## src/rtl/image_stream_pkg.sv

```systemverilog
// Shared definitions for the image stream source.
//   - state_t       : source FSM encoding (idle / streaming)
//   - COORD_W       : width of the raster counters and the xpos/ypos outputs
//   - COORD_LIMIT   : largest H/V total the counters can represent
//   - raster_total  : active + front porch + sync + back porch, used for both axes
package image_stream_pkg;

  localparam int COORD_W     = 11;
  localparam int COORD_LIMIT = 2 ** COORD_W;

  typedef enum logic {
    ST_IDLE = 1'b0,
    ST_RUN  = 1'b1
  } state_t;

  function automatic int raster_total(input int active, input int fp,
                                      input int sync, input int bp);
    return active + fp + sync + bp;
  endfunction

endpackage

```

## src/rtl/image_stream_source_timing.sv

```systemverilog
// video_timing_gen: raster counters and stage-0 timing decode.
// Ports:
//   clk, rst_n   : pixel clock, asynchronous active-low reset
//   run          : counters advance while high, are held at 0 while low
//   h_cnt, v_cnt : current raster position
//   act          : position is inside the active window (and running)
//   hs, vs       : position is inside the horizontal / vertical sync pulse
//   frame_last   : last cycle of the frame (h = H_TOTAL-1, v = V_TOTAL-1)
module video_timing_gen
  import image_stream_pkg::*;
#(
  parameter int H_ACTIVE = 640,
  parameter int H_FP     = 16,
  parameter int H_SYNC   = 96,
  parameter int H_BP     = 48,
  parameter int V_ACTIVE = 480,
  parameter int V_FP     = 10,
  parameter int V_SYNC   = 2,
  parameter int V_BP     = 33
) (
  input  logic               clk,
  input  logic               rst_n,
  input  logic               run,
  output logic [COORD_W-1:0] h_cnt,
  output logic [COORD_W-1:0] v_cnt,
  output logic               act,
  output logic               hs,
  output logic               vs,
  output logic               frame_last
);

  localparam int H_TOTAL = raster_total(H_ACTIVE, H_FP, H_SYNC, H_BP);
  localparam int V_TOTAL = raster_total(V_ACTIVE, V_FP, V_SYNC, V_BP);

  if (H_TOTAL > COORD_LIMIT || V_TOTAL > COORD_LIMIT) begin : g_total_check
    $error("video_timing_gen: H_TOTAL/V_TOTAL exceed the 11-bit counter range");
  end

  localparam logic [COORD_W-1:0] H_LAST   = COORD_W'(H_TOTAL - 1);
  localparam logic [COORD_W-1:0] V_LAST   = COORD_W'(V_TOTAL - 1);
  localparam logic [COORD_W-1:0] H_ACT    = COORD_W'(H_ACTIVE);
  localparam logic [COORD_W-1:0] V_ACT    = COORD_W'(V_ACTIVE);
  localparam logic [COORD_W-1:0] HS_FIRST = COORD_W'(H_ACTIVE + H_FP);
  localparam logic [COORD_W-1:0] HS_LAST  = COORD_W'(H_ACTIVE + H_FP + H_SYNC - 1);
  localparam logic [COORD_W-1:0] VS_FIRST = COORD_W'(V_ACTIVE + V_FP);
  localparam logic [COORD_W-1:0] VS_LAST  = COORD_W'(V_ACTIVE + V_FP + V_SYNC - 1);

  logic [COORD_W-1:0] h_cnt_reg;
  logic [COORD_W-1:0] v_cnt_reg;
  logic               h_wrap;
  logic               v_wrap;

  assign h_wrap = (h_cnt_reg == H_LAST);
  assign v_wrap = (v_cnt_reg == V_LAST);

  // The last frame cycle wraps both counters to 0, so leaving RUN there
  // already lands on (0,0); the !run branch only matters after a reset.
  always_ff @(posedge clk or negedge rst_n) begin
    if (!rst_n) begin
      h_cnt_reg <= '0;
      v_cnt_reg <= '0;
    end else if (!run) begin
      h_cnt_reg <= '0;
      v_cnt_reg <= '0;
    end else begin
      h_cnt_reg <= h_wrap ? '0 : h_cnt_reg + 1'b1;
      if (h_wrap) begin
        v_cnt_reg <= v_wrap ? '0 : v_cnt_reg + 1'b1;
      end
    end
  end

  assign h_cnt      = h_cnt_reg;
  assign v_cnt      = v_cnt_reg;
  assign act        = run && (h_cnt_reg < H_ACT) && (v_cnt_reg < V_ACT);
  assign hs         = run && (h_cnt_reg >= HS_FIRST) && (h_cnt_reg <= HS_LAST);
  assign vs         = run && (v_cnt_reg >= VS_FIRST) && (v_cnt_reg <= VS_LAST);
  assign frame_last = run && h_wrap && v_wrap;

endmodule

```

## src/rtl/image_stream_source.sv

```systemverilog
// image_stream_source: raster frame source reading RGB565 pixels from a
// synchronous frame memory (1-clock read latency).
// Ports:
//   clk, rst_n            : pixel clock, asynchronous active-low reset
//   start, cont, stop     : begin request (cont sampled with it), stop at frame end
//   busy                  : streaming
//   frame_done            : pulse with the last active pixel on the output
//   rd_en, rd_addr        : memory read strobe and linear pixel address
//   rd_data               : memory data, valid one clock after rd_en
//   post_frame_vsync/hsync/de, post_rgb, xpos, ypos : output stream, 2 clocks
//                           behind the raster counters; data/coords 0 outside de
module image_stream_source
  import image_stream_pkg::*;
#(
  parameter int H_ACTIVE = 640,
  parameter int H_FP     = 16,
  parameter int H_SYNC   = 96,
  parameter int H_BP     = 48,
  parameter int V_ACTIVE = 480,
  parameter int V_FP     = 10,
  parameter int V_SYNC   = 2,
  parameter int V_BP     = 33,
  parameter int ADDR_W   = 19
) (
  input  logic               clk,
  input  logic               rst_n,
  input  logic               start,
  input  logic               cont,
  input  logic               stop,
  output logic               busy,
  output logic               frame_done,
  output logic               rd_en,
  output logic [ADDR_W-1:0]  rd_addr,
  input  logic [15:0]        rd_data,
  output logic               post_frame_vsync,
  output logic               post_frame_hsync,
  output logic               post_frame_de,
  output logic [15:0]        post_rgb,
  output logic [COORD_W-1:0] xpos,
  output logic [COORD_W-1:0] ypos
);

  if (H_ACTIVE * V_ACTIVE > 2 ** ADDR_W) begin : g_addr_check
    $error("image_stream_source: ADDR_W too small for one frame");
  end

  localparam logic [ADDR_W-1:0]  ADDR_LAST = ADDR_W'(H_ACTIVE * V_ACTIVE - 1);
  localparam logic [COORD_W-1:0] X_LAST    = COORD_W'(H_ACTIVE - 1);
  localparam logic [COORD_W-1:0] Y_LAST    = COORD_W'(V_ACTIVE - 1);

  state_t             state_reg;
  logic               cont_latched_reg;
  logic               stop_latched_reg;
  logic               busy_reg;
  logic               run;

  logic [COORD_W-1:0] h_cnt;
  logic [COORD_W-1:0] v_cnt;
  logic               act;
  logic               hs;
  logic               vs;
  logic               frame_last;

  assign run = (state_reg == ST_RUN);

  video_timing_gen #(
    .H_ACTIVE (H_ACTIVE), .H_FP (H_FP), .H_SYNC (H_SYNC), .H_BP (H_BP),
    .V_ACTIVE (V_ACTIVE), .V_FP (V_FP), .V_SYNC (V_SYNC), .V_BP (V_BP)
  ) u_timing (
    .clk        (clk),
    .rst_n      (rst_n),
    .run        (run),
    .h_cnt      (h_cnt),
    .v_cnt      (v_cnt),
    .act        (act),
    .hs         (hs),
    .vs         (vs),
    .frame_last (frame_last)
  );

  // Source FSM. A stop pulse seen on the frame's last cycle counts just like
  // one latched earlier in the frame.
  always_ff @(posedge clk or negedge rst_n) begin
    if (!rst_n) begin
      state_reg        <= ST_IDLE;
      cont_latched_reg <= 1'b0;
      stop_latched_reg <= 1'b0;
      busy_reg         <= 1'b0;
    end else begin
      case (state_reg)
        ST_IDLE: begin
          stop_latched_reg <= 1'b0;
          if (start) begin
            cont_latched_reg <= cont;
            state_reg        <= ST_RUN;
            busy_reg         <= 1'b1;
          end
        end
        ST_RUN: begin
          if (frame_last) begin
            if (!cont_latched_reg || stop_latched_reg || stop) begin
              state_reg        <= ST_IDLE;
              busy_reg         <= 1'b0;
              stop_latched_reg <= 1'b0;
            end
          end else if (stop) begin
            stop_latched_reg <= 1'b1;
          end
        end
        default: begin
          state_reg <= ST_IDLE;
          busy_reg  <= 1'b0;
        end
      endcase
    end
  end

  // Linear read address. It rolls back to 0 right after the last active
  // pixel so the register never holds a value outside the frame.
  logic [ADDR_W-1:0] addr_reg;

  always_ff @(posedge clk or negedge rst_n) begin
    if (!rst_n) begin
      addr_reg <= '0;
    end else if (!run || frame_last) begin
      addr_reg <= '0;
    end else if (act) begin
      addr_reg <= (addr_reg == ADDR_LAST) ? '0 : addr_reg + 1'b1;
    end
  end

  // Stage 1 lines timing up with the memory read latency; stage 2 captures
  // rd_data together with the delayed timing.
  logic               act_s1_reg, hs_s1_reg, vs_s1_reg;
  logic [COORD_W-1:0] h_s1_reg, v_s1_reg;
  logic               de_reg, hsync_reg, vsync_reg, frame_done_reg;
  logic [COORD_W-1:0] xpos_reg, ypos_reg;
  logic [15:0]        rgb_reg;

  always_ff @(posedge clk or negedge rst_n) begin
    if (!rst_n) begin
      act_s1_reg     <= 1'b0;
      hs_s1_reg      <= 1'b0;
      vs_s1_reg      <= 1'b0;
      h_s1_reg       <= '0;
      v_s1_reg       <= '0;
      de_reg         <= 1'b0;
      hsync_reg      <= 1'b0;
      vsync_reg      <= 1'b0;
      frame_done_reg <= 1'b0;
      xpos_reg       <= '0;
      ypos_reg       <= '0;
      rgb_reg        <= '0;
    end else begin
      act_s1_reg     <= act;
      hs_s1_reg      <= hs;
      vs_s1_reg      <= vs;
      h_s1_reg       <= h_cnt;
      v_s1_reg       <= v_cnt;
      de_reg         <= act_s1_reg;
      hsync_reg      <= hs_s1_reg;
      vsync_reg      <= vs_s1_reg;
      frame_done_reg <= act_s1_reg && (h_s1_reg == X_LAST) && (v_s1_reg == Y_LAST);
      xpos_reg       <= act_s1_reg ? h_s1_reg : '0;
      ypos_reg       <= act_s1_reg ? v_s1_reg : '0;
      rgb_reg        <= act_s1_reg ? rd_data : '0;
    end
  end

  assign busy             = busy_reg;
  assign rd_en            = act;
  assign rd_addr          = addr_reg;
  assign frame_done       = frame_done_reg;
  assign post_frame_de    = de_reg;
  assign post_frame_hsync = hsync_reg;
  assign post_frame_vsync = vsync_reg;
  assign post_rgb         = rgb_reg;
  assign xpos             = xpos_reg;
  assign ypos             = ypos_reg;

endmodule
```

## config.mk

```make
export PLATFORM = sky130hd
export DESIGN_NAME = image_stream_source
export DESIGN_NICKNAME = d
export VERILOG_FILES = /design/src/rtl/image_stream_pkg.sv /design/src/rtl/image_stream_source_timing.sv /design/src/rtl/image_stream_source.sv
export SDC_FILE = /design/constraint.sdc
export NUM_CORES = 1
export LEC_CHECK = 0
export CAP_MARGIN = 20
export CORE_AREA = 4 4 98 100
export DETAILED_ROUTE_END_ITERATION = 7
export DIE_AREA = 0 0 102 104
export PLACE_DENSITY = 0.78
export SYNTH_ARGS = -nofsm -noshare
export SYNTH_HDL_FRONTEND = slang
export SYNTH_SLANG_ARGS = --single-unit
export TNS_END_PERCENT = 1
```

## constraint.sdc

```tcl
create_clock -name clk -period 2.5 [get_ports clk]
set_clock_uncertainty 0.2 [all_clocks]
set_input_delay 0.5 -clock clk [delete_from_list [all_inputs] [get_ports clk]]
set_output_delay 0.5 -clock clk [all_outputs]
set_load 0.02 [all_outputs]
```

==> results.toml <==
[outcome]
status = "completed"

[floorplan]
core_um2 = 8678
die_y_um = 104
num_io_pins = 84
die_area_um2 = 10610
initial_core_util = 0.5140
num_rows = 34
dieWidth_um = 102

[clock_tree]
clock_path_buffers = 2
root_buffer = "clkbuf_8"
htreeDepth = 3
cts_buffers = 9
clkSlewWorstSetupHoldPaths_ns = 0.10
clk_latency_ns = 0.36
post_cts.repair.setup_buffers = 0
cts_tree = "built"
cts_sinks = 112

[route]
routed_via_density = 5.368
first_pass_iters = 4
vias = 3339
wirelength_um = 9214
wire_per_inst_um = 14.81
antenna_left = 0
drt-initial-drc-count = 181
drc_errors = 0

[pwr]
power.density_nw_per_um2 = 688.9
swShare = 0.2928
power.switching_uw = 1178
comb_power_share = 0.193
p_leak_uw = 0.002604
peakVddDrop_uv = 343.3
p_int_uw = 2844
pwr-share-seq = 0.557
power.share.clock = 0.249
power.total_uw = 4022

[placed_design]
place_ws_ns = -0.1988
gp_congestion = 0.8873
dp.cells = 605
dp_hpwl_um = 6756
portBuffers = 83

[yosys]
ys_types = 49
syn_avg_cell_area_um2 = 11.29
synth.largest_area_cell = "dfrtp_1"
synthFlopType = "dfrtp_1"
synthCells = 395
synth_fp_nets = 421
synth_top_area_frac = 0.6283
synth_edf_count = 0
synth-async-reset-ratio = 1.000
yosysWarnings = 0
synth_seq_cells = 112
yosys-top-cells-area = "dfrtp_1 63%, and2_1 6.0%, nand2_1 2.9%"
ys_seq_area_frac = 0.6283
synth.cell_area_um2 = 4461

[layout]
multi_input_area_um2 = 1575
largest_reg_flops = 19
seq_area_um2 = 2803
layout-drive-gt1-share = 0.1089
finish.utilization = 0.6727
nNetsFinal = 535
area_growth_pct = 30.88
nFillCells = 687
layout.cells.non_filler = 622
antenna_cells = 0

[timing]
rsz0062_at_grt = "true"
layout_setup_ws_ns = 0.03253
finalMaxSlewViolations = 0
period_share = 0.9870
finalSetupViolCount = 0
min_period_ns = 2.467
fmax_mhz = 405.3
worst_pin_slew_ns = 0.5407
slew_headroom = 0.6368
worst_hold_slack_ns = 0.1542
hold_viol_final = 0

[global_route]
grt_usage = 0.1847
grt_pass1_vias = 3259
grt_pass1_wl_um = 15950
grt_max_degree = 42
antenna_found_initial = 0
overflow = 0

[setup_path]
path_cells = "or3b_4 -> or4_4 -> clkinv_4 -> buf_6"
r2r-start = "u_timing.v_cnt[9]"
r2r_slack_ns = 0.10
rr_endpoint = "rd_addr[18]"
crit_path_end_kind = "output port"
crit_end = "rd_en"
critPathRequiredTime_ns = 1.80
worstPathMaxFanout = 2
crit_path_top_delay_cell = "or4_4"
arrival_ns = 1.77
cpPeakStageDelay_ns = 0.46
r2r_cells = 6
startpoint = "u_timing.v_cnt[9]"
criticalPathCategory = "reg2out"
start_kind = "register"

[hold_path]
min_path_type = "reg2reg"

[flow_run]
drv_cap = 0
-- power by group through the flow --
stage / clock network [µW] / registers (µW) / logic [µW]
floorplan: 0 / 2380 / 265
global placement: 0 / 2270 / 770
detailed placement: 0 / 2280 / 787
CTS: 1030 / 2240 / 790
global route: 1130 / 2280 / 855
finish: 1000 / 2240 / 778
-- critical path: cells and delay by family, from the launching register on --
family,cells,cell delay [ns]
buf+inv,2,0.18
simple gates,2,0.86
flops,1,0.39
-- stage by stage --
| stage | setup TNS [ns] | area (µm²) |
|---|---|---|
| after floorplan | 0 | 4461 |
| after global placement | -0.1697 | 5624 |
| after detailed placement | -0.3241 | 5624 |
| after CTS | 0 | 5824 |
| after global routing | -0.01630 | 5838 |
| final | 0 | 5838 |
-- routing by layer --
layer / track usage / vias to the layer above / share of wire
met5: 0 / - / 0
met4: 0.04686 / 0 / 0.0064
met3: 0.02347 / 4 / 0.055
met2: 0.2855 / 99 / 0.48
met1: 0.2766 / 1628 / 0.46
li1: - / 1608 / -
-- area by class of cell --
| cell class | instances | area share |
|---|---|---|
| Clock buffer | 10 | 0.02357 |
| Multi-Input combinational cell | 261 | 0.2698 |
| Inverter | 11 | 0.007930 |
| Timing Repair Buffer | 114 | 0.1867 |
| Clock inverter | 6 | 0.008787 |
| Tap cell | 108 | 0.02315 |
| Sequential cell | 112 | 0.4801 |
-- Yosys cell counts, drive strengths merged (2+ instances only) --
cell,count
o211ai,2
a21oi,22
inv,10
or3b,2
or3,7
xnor2,5
nor3,9
nand2,35
a31oi,7
clkbuf,9
and3,11
nor4,6
and2,43
nand3,21
nand4,10
ha,5
o22ai,2
nor4b,2
o32ai,3
nand4b,2
dfrtp,112
o21ai,15
xor2,7
buf,2
nor2,19
nand2b,5
and4,4
-- cell usage in the layout (no fill, tap or decap), types with 3 or more instances in the layout --
cell type and instances:
dfrtp_1 112, clkdlybuf4s50_1 81, and2_1 43, a21oi_1 20
nor3_1 9, a31oi_1 7, xor2_1 7, and3_1 11
o21ai_1 4, nor4_1 6, o32ai_1 3, nand2b_1 5
nand4_1 9, buf_4 29, nand3_1 21, nand2_1 35
clkbuf_8 10, nor2_1 19, o21ai_0 11, xnor2_1 5
inv_1 10, ha_1 5, or3_1 7, and4_1 4
-- how the worst min path moves through the flow --
| stage | from | slack (ns) | cells past startpoint | to |
|---|---|---|---|---|
| 6_report | vs_s1_reg | 0.15 | 0 | post_frame_vsync |
| 5_1_grt | vs_s1_reg | 0.16 | 0 | post_frame_vsync |
| 4_1_cts | vs_s1_reg | 0.16 | 0 | post_frame_vsync |
| 3_5_place_dp | vs_s1_reg | 0.14 | 0 | post_frame_vsync |
| 3_3_place_gp | hs_s1_reg | 0.13 | 0 | post_frame_hsync |
| 2_1_floorplan | rst_n | 0.004 | 0 | act_s1_reg |
-- cell families (layout without fill, tap and decap cells) --
kind of cell	Yosys count	in the layout	synth area share
buffers and inverters	22	141	0.02160
multiplexers	2	2	0.004768
AND/OR/NAND/NOR	183	183	0.2286
flip-flops	112	112	0.6283
AO/OA/AOI/OAI	59	59	0.07911
adder cells (fa/ha/maj)	5	5	0.01403
XOR/XNOR	12	12	0.02356
-- timing repair --
action	CTS	global route
pin swaps	1	0
endpoints found under the setup margin	7	5
gates resized for setup	6	3
endpoints found under the hold margin	39	0
hold buffers	1	0
(Power assumes the default switching activity.)
